## config.mk

```make
export PLATFORM = sky130hd
export DESIGN_NAME = disparity_sched_flat
export DESIGN_NICKNAME = d
export VERILOG_FILES = /design/src/rtl/disparity_sched_if.sv /design/src/rtl/disparity_sched.sv /design/src/flat_wrapper.sv
export SDC_FILE = /design/constraint.sdc
export NUM_CORES = 1
export LEC_CHECK = 0
export CORE_UTILIZATION = 40
export CTS_CLUSTER_SIZE = 24
export DETAILED_ROUTE_END_ITERATION = 6
export SYNTH_ARGS = -nofsm -noshare
export SYNTH_HDL_FRONTEND = slang
export SYNTH_SLANG_ARGS = --single-unit
```

## constraint.sdc

```tcl
create_clock -name clk -period 4 [get_ports clk]
set_input_delay 0.4 -clock clk [delete_from_list [all_inputs] [get_ports clk]]
set_output_delay 0.4 -clock clk [all_outputs]
set_load 0.01 [all_outputs]
```

## src/rtl/disparity_sched_if.sv

```systemverilog
// Purpose : handshake/status bundle between disparity_sched and its neighbours
//           (capture buffers, capture FIFOs, disparity core, LEDs).
// Latency : n/a (wires only).
// Backpressure: n/a; flow control is the scheduler's ready/idle gating.
// Modports: master = scheduler side, slave = environment side.
interface disparity_sched_if;
    logic       frame_req;      // request one disparity pass
    logic       left_ready;     // left capture buffer full
    logic       right_ready;    // right capture buffer full
    logic       core_idle;      // disparity core idle
    logic       fifo_rd_l;      // left FIFO read strobe
    logic       fifo_rd_r;      // right FIFO read strobe
    logic       data_sel;       // 0 = left FIFO on image_data, 1 = right
    logic       core_enable;    // one-cycle core start
    logic       core_reset;     // one-cycle core abort
    logic       left_release;   // one-cycle left buffer release
    logic       right_release;  // one-cycle right buffer release
    logic       busy;           // not IDLE
    logic       error;          // sticky watchdog flag
    logic [7:0] frame_count;    // completed passes, wrapping
    logic [2:0] state;          // state encoding for LEDs

    modport master (
        input  frame_req, left_ready, right_ready, core_idle,
        output fifo_rd_l, fifo_rd_r, data_sel, core_enable, core_reset,
               left_release, right_release, busy, error, frame_count, state
    );

    modport slave (
        output frame_req, left_ready, right_ready, core_idle,
        input  fifo_rd_l, fifo_rd_r, data_sel, core_enable, core_reset,
               left_release, right_release, busy, error, frame_count, state
    );
endinterface

```

## src/rtl/disparity_sched.sv

```systemverilog
// Purpose : frame scheduler; arms on both capture buffers full, starts the core,
//           streams left then right frame out of the capture FIFOs, releases buffers.
// Latency : ready -> core_enable 1 cycle; last right read 2*PIXELS cycles later.
// Backpressure: waits in ARM until both buffers are full and the core is idle;
//           one request may queue while busy, further requests are dropped.
// Ports   : clk, reset (sync, active-low) plus bus (disparity_sched_if.master).
// Option  : DISP_SCHED_WATCHDOG_EN enables the COMPUTE watchdog and ABORT path;
//           when undefined COMPUTE waits indefinitely and error is tied low.
module disparity_sched #(
    parameter int WIDTH   = 20,
    parameter int HEIGHT  = 7,
    parameter int PIXELS  = WIDTH * HEIGHT,
    parameter int TIMEOUT = 65535
) (
    input  logic clk,
    input  logic reset,
    disparity_sched_if.master bus
);

    typedef enum logic [2:0] {
        S_IDLE    = 3'd0,
        S_ARM     = 3'd1,
        S_LOAD_L  = 3'd2,
        S_LOAD_R  = 3'd3,
        S_COMPUTE = 3'd4,
        S_RELEASE = 3'd5,
        S_ABORT   = 3'd6
    } state_t;

    localparam int              CNT_W    = (PIXELS > 1) ? $clog2(PIXELS) : 1;
    localparam logic [CNT_W-1:0] PIX_LAST = CNT_W'(PIXELS - 1);

    // Elaboration-time sanity check on the configuration.
    if (PIXELS < 1 || TIMEOUT < 1 || TIMEOUT > 65535) begin : g_param_check
        $error("disparity_sched: PIXELS must be >= 1 and TIMEOUT in 1..65535");
    end

    state_t           st;
    logic [CNT_W-1:0] pix_cnt;
    logic             pending;
    logic             seen_busy;
    logic             rd_l_q;
    logic             rd_r_q;
    logic             data_sel_q;
    logic             core_enable_q;
    logic             core_reset_q;
    logic             left_rel_q;
    logic             right_rel_q;
    logic             busy_q;
    logic [7:0]       frame_cnt;
`ifdef DISP_SCHED_WATCHDOG_EN
    localparam logic [15:0] WD_LAST = 16'(TIMEOUT - 1);
    logic             error_q;
    logic [15:0]      wd_cnt;
`endif

    always_ff @(posedge clk) begin
        if (!reset) begin
            st            <= S_IDLE;
            pix_cnt       <= '0;
            pending       <= 1'b0;
            seen_busy     <= 1'b0;
            rd_l_q        <= 1'b0;
            rd_r_q        <= 1'b0;
            data_sel_q    <= 1'b0;
            core_enable_q <= 1'b0;
            core_reset_q  <= 1'b0;
            left_rel_q    <= 1'b0;
            right_rel_q   <= 1'b0;
            busy_q        <= 1'b0;
            frame_cnt     <= 8'd0;
`ifdef DISP_SCHED_WATCHDOG_EN
            error_q       <= 1'b0;
            wd_cnt        <= 16'd0;
`endif
        end else begin
            // Pulses default low; they are raised only on the transition edge.
            core_enable_q <= 1'b0;
            core_reset_q  <= 1'b0;
            left_rel_q    <= 1'b0;
            right_rel_q   <= 1'b0;

            // Read strobes trail the state by one cycle so the first read lands
            // in the cycle after core_enable, i.e. the core's first READ cycle.
            rd_l_q     <= (st == S_LOAD_L);
            rd_r_q     <= (st == S_LOAD_R);
            data_sel_q <= (st == S_LOAD_R) || (st == S_COMPUTE);

            // One-deep request queue while a pass is in flight.
            if (st != S_IDLE && bus.frame_req) begin
                pending <= 1'b1;
            end

            case (st)
                S_IDLE: begin
                    if (bus.frame_req || pending) begin
                        st      <= S_ARM;
                        pending <= 1'b0;
                        busy_q  <= 1'b1;
                    end
                end
                S_ARM: begin
                    if (bus.left_ready && bus.right_ready && bus.core_idle) begin
                        st            <= S_LOAD_L;
                        core_enable_q <= 1'b1;
                        pix_cnt       <= '0;
                    end
                end
                S_LOAD_L: begin
                    // Ready inputs are deliberately ignored here: the count alone ends the load.
                    if (pix_cnt == PIX_LAST) begin
                        pix_cnt <= '0;
                        st      <= S_LOAD_R;
                    end else begin
                        pix_cnt <= pix_cnt + 1'b1;
                    end
                end
                S_LOAD_R: begin
                    if (pix_cnt == PIX_LAST) begin
                        pix_cnt   <= '0;
                        st        <= S_COMPUTE;
                        seen_busy <= 1'b0;
`ifdef DISP_SCHED_WATCHDOG_EN
                        wd_cnt    <= 16'd0;
`endif
                    end else begin
                        pix_cnt <= pix_cnt + 1'b1;
                    end
                end
                S_COMPUTE: begin
                    // Completion needs the core to have been seen busy first, so an
                    // idle level left over from before the start does not end the pass.
                    if (!bus.core_idle) begin
                        seen_busy <= 1'b1;
                    end
                    if (bus.core_idle && seen_busy) begin
                        st          <= S_RELEASE;
                        left_rel_q  <= 1'b1;
                        right_rel_q <= 1'b1;
                        frame_cnt   <= frame_cnt + 8'd1;
                        seen_busy   <= 1'b0;
                    end
`ifdef DISP_SCHED_WATCHDOG_EN
                    else if (wd_cnt == WD_LAST) begin
                        // Abort discards the frame: core reset plus both releases.
                        st           <= S_ABORT;
                        core_reset_q <= 1'b1;
                        error_q      <= 1'b1;
                        left_rel_q   <= 1'b1;
                        right_rel_q  <= 1'b1;
                        seen_busy    <= 1'b0;
                    end else begin
                        wd_cnt <= wd_cnt + 16'd1;
                    end
`endif
                end
                S_RELEASE: begin
                    st     <= S_IDLE;
                    busy_q <= 1'b0;
                end
                S_ABORT: begin
                    st     <= S_IDLE;
                    busy_q <= 1'b0;
                end
                default: begin
                    st     <= S_IDLE;
                    busy_q <= 1'b0;
                end
            endcase
        end
    end

    assign bus.fifo_rd_l     = rd_l_q;
    assign bus.fifo_rd_r     = rd_r_q;
    assign bus.data_sel      = data_sel_q;
    assign bus.core_enable   = core_enable_q;
    assign bus.core_reset    = core_reset_q;
    assign bus.left_release  = left_rel_q;
    assign bus.right_release = right_rel_q;
    assign bus.busy          = busy_q;
    assign bus.frame_count   = frame_cnt;
    assign bus.state         = st;
`ifdef DISP_SCHED_WATCHDOG_EN
    assign bus.error         = error_q;
`else
    assign bus.error         = 1'b0;
`endif

endmodule
```

## src/flat_wrapper.sv

```systemverilog
// flat-port wrapper written by rule: the top's interface ports become plain ports
module disparity_sched_flat 
#(
    parameter int WIDTH   = 20,
    parameter int HEIGHT  = 7,
    parameter int PIXELS  = WIDTH * HEIGHT,
    parameter int TIMEOUT = 65535
)
  (clk, reset, bus_frame_req, bus_left_ready, bus_right_ready, bus_core_idle, bus_fifo_rd_l, bus_fifo_rd_r, bus_data_sel, bus_core_enable, bus_core_reset, bus_left_release, bus_right_release, bus_busy, bus_error, bus_frame_count, bus_state);
  disparity_sched_if bus_i ();
  input  logic clk;
  input  logic reset;
  input wire logic [$bits(bus_i.frame_req)-1:0] bus_frame_req;
  input wire logic [$bits(bus_i.left_ready)-1:0] bus_left_ready;
  input wire logic [$bits(bus_i.right_ready)-1:0] bus_right_ready;
  input wire logic [$bits(bus_i.core_idle)-1:0] bus_core_idle;
  output wire logic [$bits(bus_i.fifo_rd_l)-1:0] bus_fifo_rd_l;
  output wire logic [$bits(bus_i.fifo_rd_r)-1:0] bus_fifo_rd_r;
  output wire logic [$bits(bus_i.data_sel)-1:0] bus_data_sel;
  output wire logic [$bits(bus_i.core_enable)-1:0] bus_core_enable;
  output wire logic [$bits(bus_i.core_reset)-1:0] bus_core_reset;
  output wire logic [$bits(bus_i.left_release)-1:0] bus_left_release;
  output wire logic [$bits(bus_i.right_release)-1:0] bus_right_release;
  output wire logic [$bits(bus_i.busy)-1:0] bus_busy;
  output wire logic [$bits(bus_i.error)-1:0] bus_error;
  output wire logic [$bits(bus_i.frame_count)-1:0] bus_frame_count;
  output wire logic [$bits(bus_i.state)-1:0] bus_state;
  assign bus_i.frame_req = bus_frame_req;
  assign bus_i.left_ready = bus_left_ready;
  assign bus_i.right_ready = bus_right_ready;
  assign bus_i.core_idle = bus_core_idle;
  assign bus_fifo_rd_l = bus_i.fifo_rd_l;
  assign bus_fifo_rd_r = bus_i.fifo_rd_r;
  assign bus_data_sel = bus_i.data_sel;
  assign bus_core_enable = bus_i.core_enable;
  assign bus_core_reset = bus_i.core_reset;
  assign bus_left_release = bus_i.left_release;
  assign bus_right_release = bus_i.right_release;
  assign bus_busy = bus_i.busy;
  assign bus_error = bus_i.error;
  assign bus_frame_count = bus_i.frame_count;
  assign bus_state = bus_i.state;
  disparity_sched #(.WIDTH(WIDTH), .HEIGHT(HEIGHT), .PIXELS(PIXELS), .TIMEOUT(TIMEOUT)) u_core (.clk(clk), .reset(reset), .bus(bus_i));
endmodule
```

Word level (Yosys, flattened, before mapping). Cells that the tools add are included.

Register bits: 27. Logic and storage cells: 64.

Add/sub/neg operators: 2. Eq/ne operators: 11. Mux-type cells: 20. Bitwise operators: 1. Reduce and logical (&&, ||, !) cells: 19.

Operator list (number): adder 8 x 1 -> 8 bit, second input constant (2); two-way mux 8 bit (2); one-hot mux 8 bit (2 select lines) (1); two-way mux 3 bit (5); one-hot mux 3 bit (5 select lines) (1); AND reduction 2 bit (5); two-way mux 1 bit (9); equality test 8 bit, second input constant (1); equality test 3 x 2 -> 1 bit, second input constant (2); != test 2 bit, second input constant (3); AND reduction 5 bit (1); logical AND 1 bit (4); != test 2 x 1 -> 1 bit, second input constant (2); one-hot mux 1 bit (2 select lines) (2); nonzero test 2 bit (2); OR reduction 4 bit (1); equality test 3 x 1 -> 1 bit, second input constant (1); equality test 3 bit, second input constant (1); logical NOT 3 bit (1); != test 3 bit, second input constant (1); AND reduction 3 bit (1); nonzero test 3 bit (1); logical OR 1 bit (2); OR reduction 2 bit (1); inverter 1 bit (1).

Depth between registers and ports, before layout.
Word-level depth: 5. Gate-level depth with buffers: 5. Gate-level depth less buffers: 5.

Worst setup path before layout. OpenSTA, ideal clock, no wires.

Path type: register to register. Start: register u_core.pix_cnt[0]. End: register u_core.pix_cnt[0]. Data arrival time: 1424 ps. Required time: 3876 ps. Slack: 2452 ps. Stages on the path, launching flop included: 6. Buffers on the path: 0. Period minus slack after synthesis: 1548 ps. Cell sequence: dfxtp_1 -> ha_1 -> nor4bb_1 -> a21boi_0 -> o21ai_2 -> nor2_1.

Longest elaborated chain between the ends: 3. Elaborated cells on any way between the ends: 4.

RTL lines: from (decl) (line disparity_sched.sv:39) `logic [CNT_W-1:0] pix_cnt;`; from (signal assigned) (line disparity_sched.sv:115) `pix_cnt <= pix_cnt + 1'b1;`; from (signal assigned) (line disparity_sched.sv:127) `pix_cnt <= pix_cnt + 1'b1;`; adder 8 x 1 -> 8 bit / equality test 8 bit (equally long branches); two-way mux 8 bit (*) (line disparity_sched.sv:111, disparity_sched.sv:119); one-hot mux 8 bit (2 select lines) (*) (line disparity_sched.sv:94) `case (st)`.

Mark *: on every way between the ends. The rest lies on a longest branch, timed or not. A chain may end at the register's enable or synchronous reset.

Worst setup path after layout.
Start: register u_core.st[0] (netlist: u_core.bus.state[0]). End: output bus_state[0].

RTL lines: from (decl) (line disparity_sched.sv:38) `state_t st;`; from (signal assigned) (line disparity_sched.sv:59) `st <= S_IDLE;`; from (signal assigned) (line disparity_sched.sv:97) `st <= S_ARM;`; from (signal assigned) (line disparity_sched.sv:104) `st <= S_LOAD_L;`; to (decl) (line flat_wrapper.sv:27) `output wire logic [$bits(bus_i.state)-1:0] bus_state;`.

No word-level cell between the ends.

==> reports/metrics.cfg <==
[status]
status=completed

[floorplanning]
die_area_sq_um=3480
start_util_pct=42.2
rows=20
pin_count=26
die_x_um=59.0
placeableCoreArea_sq_um=3080
fp.dieH_um=59.0

[place]
portBuffers=23
dp.final_hpwl_um=1790
place_area_sq_um=1540
dpl.cell_count=204
pre_cts_ws_ps=1780
gp_congestion=0.807

[clock_tree]
cts.htree.levels=1
cts.clk_slew.worst_paths_ps=130
hold_buffers=0
cts_buffers=3
clock-sinks=27
cts_resized=0
cts_buffer_depth=2
cts_tree=done
clockRootBuffer=clkbuf_4
post_cts_buffers=0
clk_latency_ps=310

[finish]
fin_cells=208
antennaDiodeCount=0
syn_to_final_growth_pct=20.8
fin_nets=173
finish.instance_area_sq_um=1570
drive_gt1_share_pct=5.49
post-route-util_pct=51.0

[worst_setup_path]
cp_top_family=flip-flops
arrival_ps=1580
crit_cells=1
r2r-end=u_core.pix_cnt[6]
path_buf_inv=1
path_class=flop to output port
path_cells=clkdlybuf4s50_1
r2r_cells=4
r2r_slack_ps=2050
slowest_delay_ps=640
start_kind=flop
timing.rr.start=u_core.bus.state[0]
worst_setup_path_startpoint=u_core.bus.state[0]
crit_slowest_cell=dfxtp_1
crit_end=bus_state[0]
cp-end-kind=output port
cp_max_fo=16
crit_required_ps=3600

[routing]
dr.pass1.iters=4
routedWlPerCell_um=11.8
antenna_left=0
drc=0
drtIter0Drc=38
vias=1021
wl_um=2460
viasPerCell=4.91

[timing]
fmax_mhz=504
setup_violations=0
rsz0062_at_grt=false
setup_tns_ps=0
period_share_pct=49.6
slew_violations=0
hold_violations=0
skew_ps=2.50
relSlewSlack_pct=59.9
period_needed_ps=1980
fin_ws_ps=2020
tightest_slew_ps=593

[synth]
synth_cells=144
ys_warn_count=0
synth.distinct_cells=37
ys_seq_area_share_pct=41.6
ys_top_cells_by_count=dfxtp_1, nor2_1, nand2_1, xnor2_1
ys_top_cells_by_area=dfxtp_1, xnor2_1, nor2_1
synth_top_area_share_pct=41.6
synth.most_common_cell=dfxtp_1
async_flop_share_pct=0
yosysTopAreaCell=dfxtp_1
ys_seq_elements=27
synthFlopType=dfxtp_1
synth_edf_count=0
synthesis.area_sq_um=1300
syn_avg_cell_area_sq_um=9.03

[power]
peakVddDrop_uv=102
p_leak_nw=0.573
p_per_area_nw_per_um2=318

[global_route]
grt-ovfl-total=0
grt_pass1_wl_um=4260
grt_usage_pct=16.3
grt_pass1_vias=966
grt_start_max_net_pins=19
antenna_found_initial=0

[worst_hold_path]
hold_class=flop to flop

[job]
drv_cap=0

-- area by class of cell --
cell class | instances | area (sq um)
Sequential cell | 27 | 541
Fill cell | 307 | 1510
Tap cell | 44 | 55.1
Inverter | 2 | 7.51
Clock buffer | 4 | 26.3
Timing Repair Buffer | 24 | 238
Multi-Input combinational cell | 107 | 703
-- through the flow --
| step | hold WS (ps) | total power [mW] |
|---|---|---|
| after global placement | 459 | 0.391 |
| after global routing | 515 | 0.536 |
| after floorplan | 476 | 0.359 |
| final | 476 | 0.500 |
| after CTS | 482 | 0.508 |
| after detailed placement | 463 | 0.394 |
-- per-layer routing --
metal	share of wire, %	up-vias	global-route usage [%]
met2	47	17	26.6
met3	3.7	2	3.06
met4	0.53	0	6.80
li1	-	535	-
met1	49	467	21.1
met5	0	-	0
-- how the worst min path moves through the flow --
stage	cells past startpoint	endpoint	from	slack, ps
after CTS	2	u_core.bus.busy	u_core.bus.busy	480
after global routing	2	u_core.bus.frame_count[7]	u_core.bus.frame_count[7]	510
final	2	u_core.bus.busy	u_core.bus.busy	480
after floorplan	2	u_core.pix_cnt[7]	u_core.pix_cnt[7]	480
after global placement	2	u_core.bus.busy	u_core.bus.busy	460
after detailed placement	2	u_core.bus.busy	u_core.bus.busy	460
-- power breakdown --
group	switching, mW	internal [mW]	leakage (nW)	total (mW)
registers	0.0272	0.282	0.218	0.309
logic	0.0366	0.0414	0.340	0.0780
clock network	0.0736	0.0389	0.0150	0.113
-- placed cells by master, fill, tap and decap left out, drive strengths merged --
cell type      instances
a21boi                 4
a21oi                  3
a32oi                  1
a41oi                  1
and2                   7
and3                   1
and4                   1
buf                    1
clkbuf                 4
clkdlybuf4s50         23
conb                   2
dfxtp                 27
ha                     2
inv                    2
mux2i                  2
nand2                 12
nand2b                 4
nand3                  6
nand4                  4
nand4bb                1
nor2                  14
nor2b                  3
nor3                   7
nor3b                  3
nor4                   5
nor4b                  1
nor4bb                 1
o2111a                 1
o2111ai                1
o21ai                  5
or2                    1
or3b                   1
xnor2                  8
xor2                   5
-- worst reg2reg max path, cell delays in order (launching register included) --
cell	delay (ps)
dfxtp_1	640
a41oi_1	380
or2_2	430
o21ai_2	300
nor2_1	100
-- logic make-up (layout without fill, tap and decap cells) --
logic type	Yosys count	after routing	share of synthesized area, %
other	1	2	0.288
AND/OR/NAND/NOR	72	72	32.7
multiplexers	2	2	1.54
buffers and inverters	11	30	4.62
XOR/XNOR	13	13	8.76
flip-flops	27	27	41.6
adder cells (fa/ha/maj)	2	2	1.92
AO/OA/AOI/OAI	16	16	8.57
No activity file was read; power rests on OpenSTA's default activity.
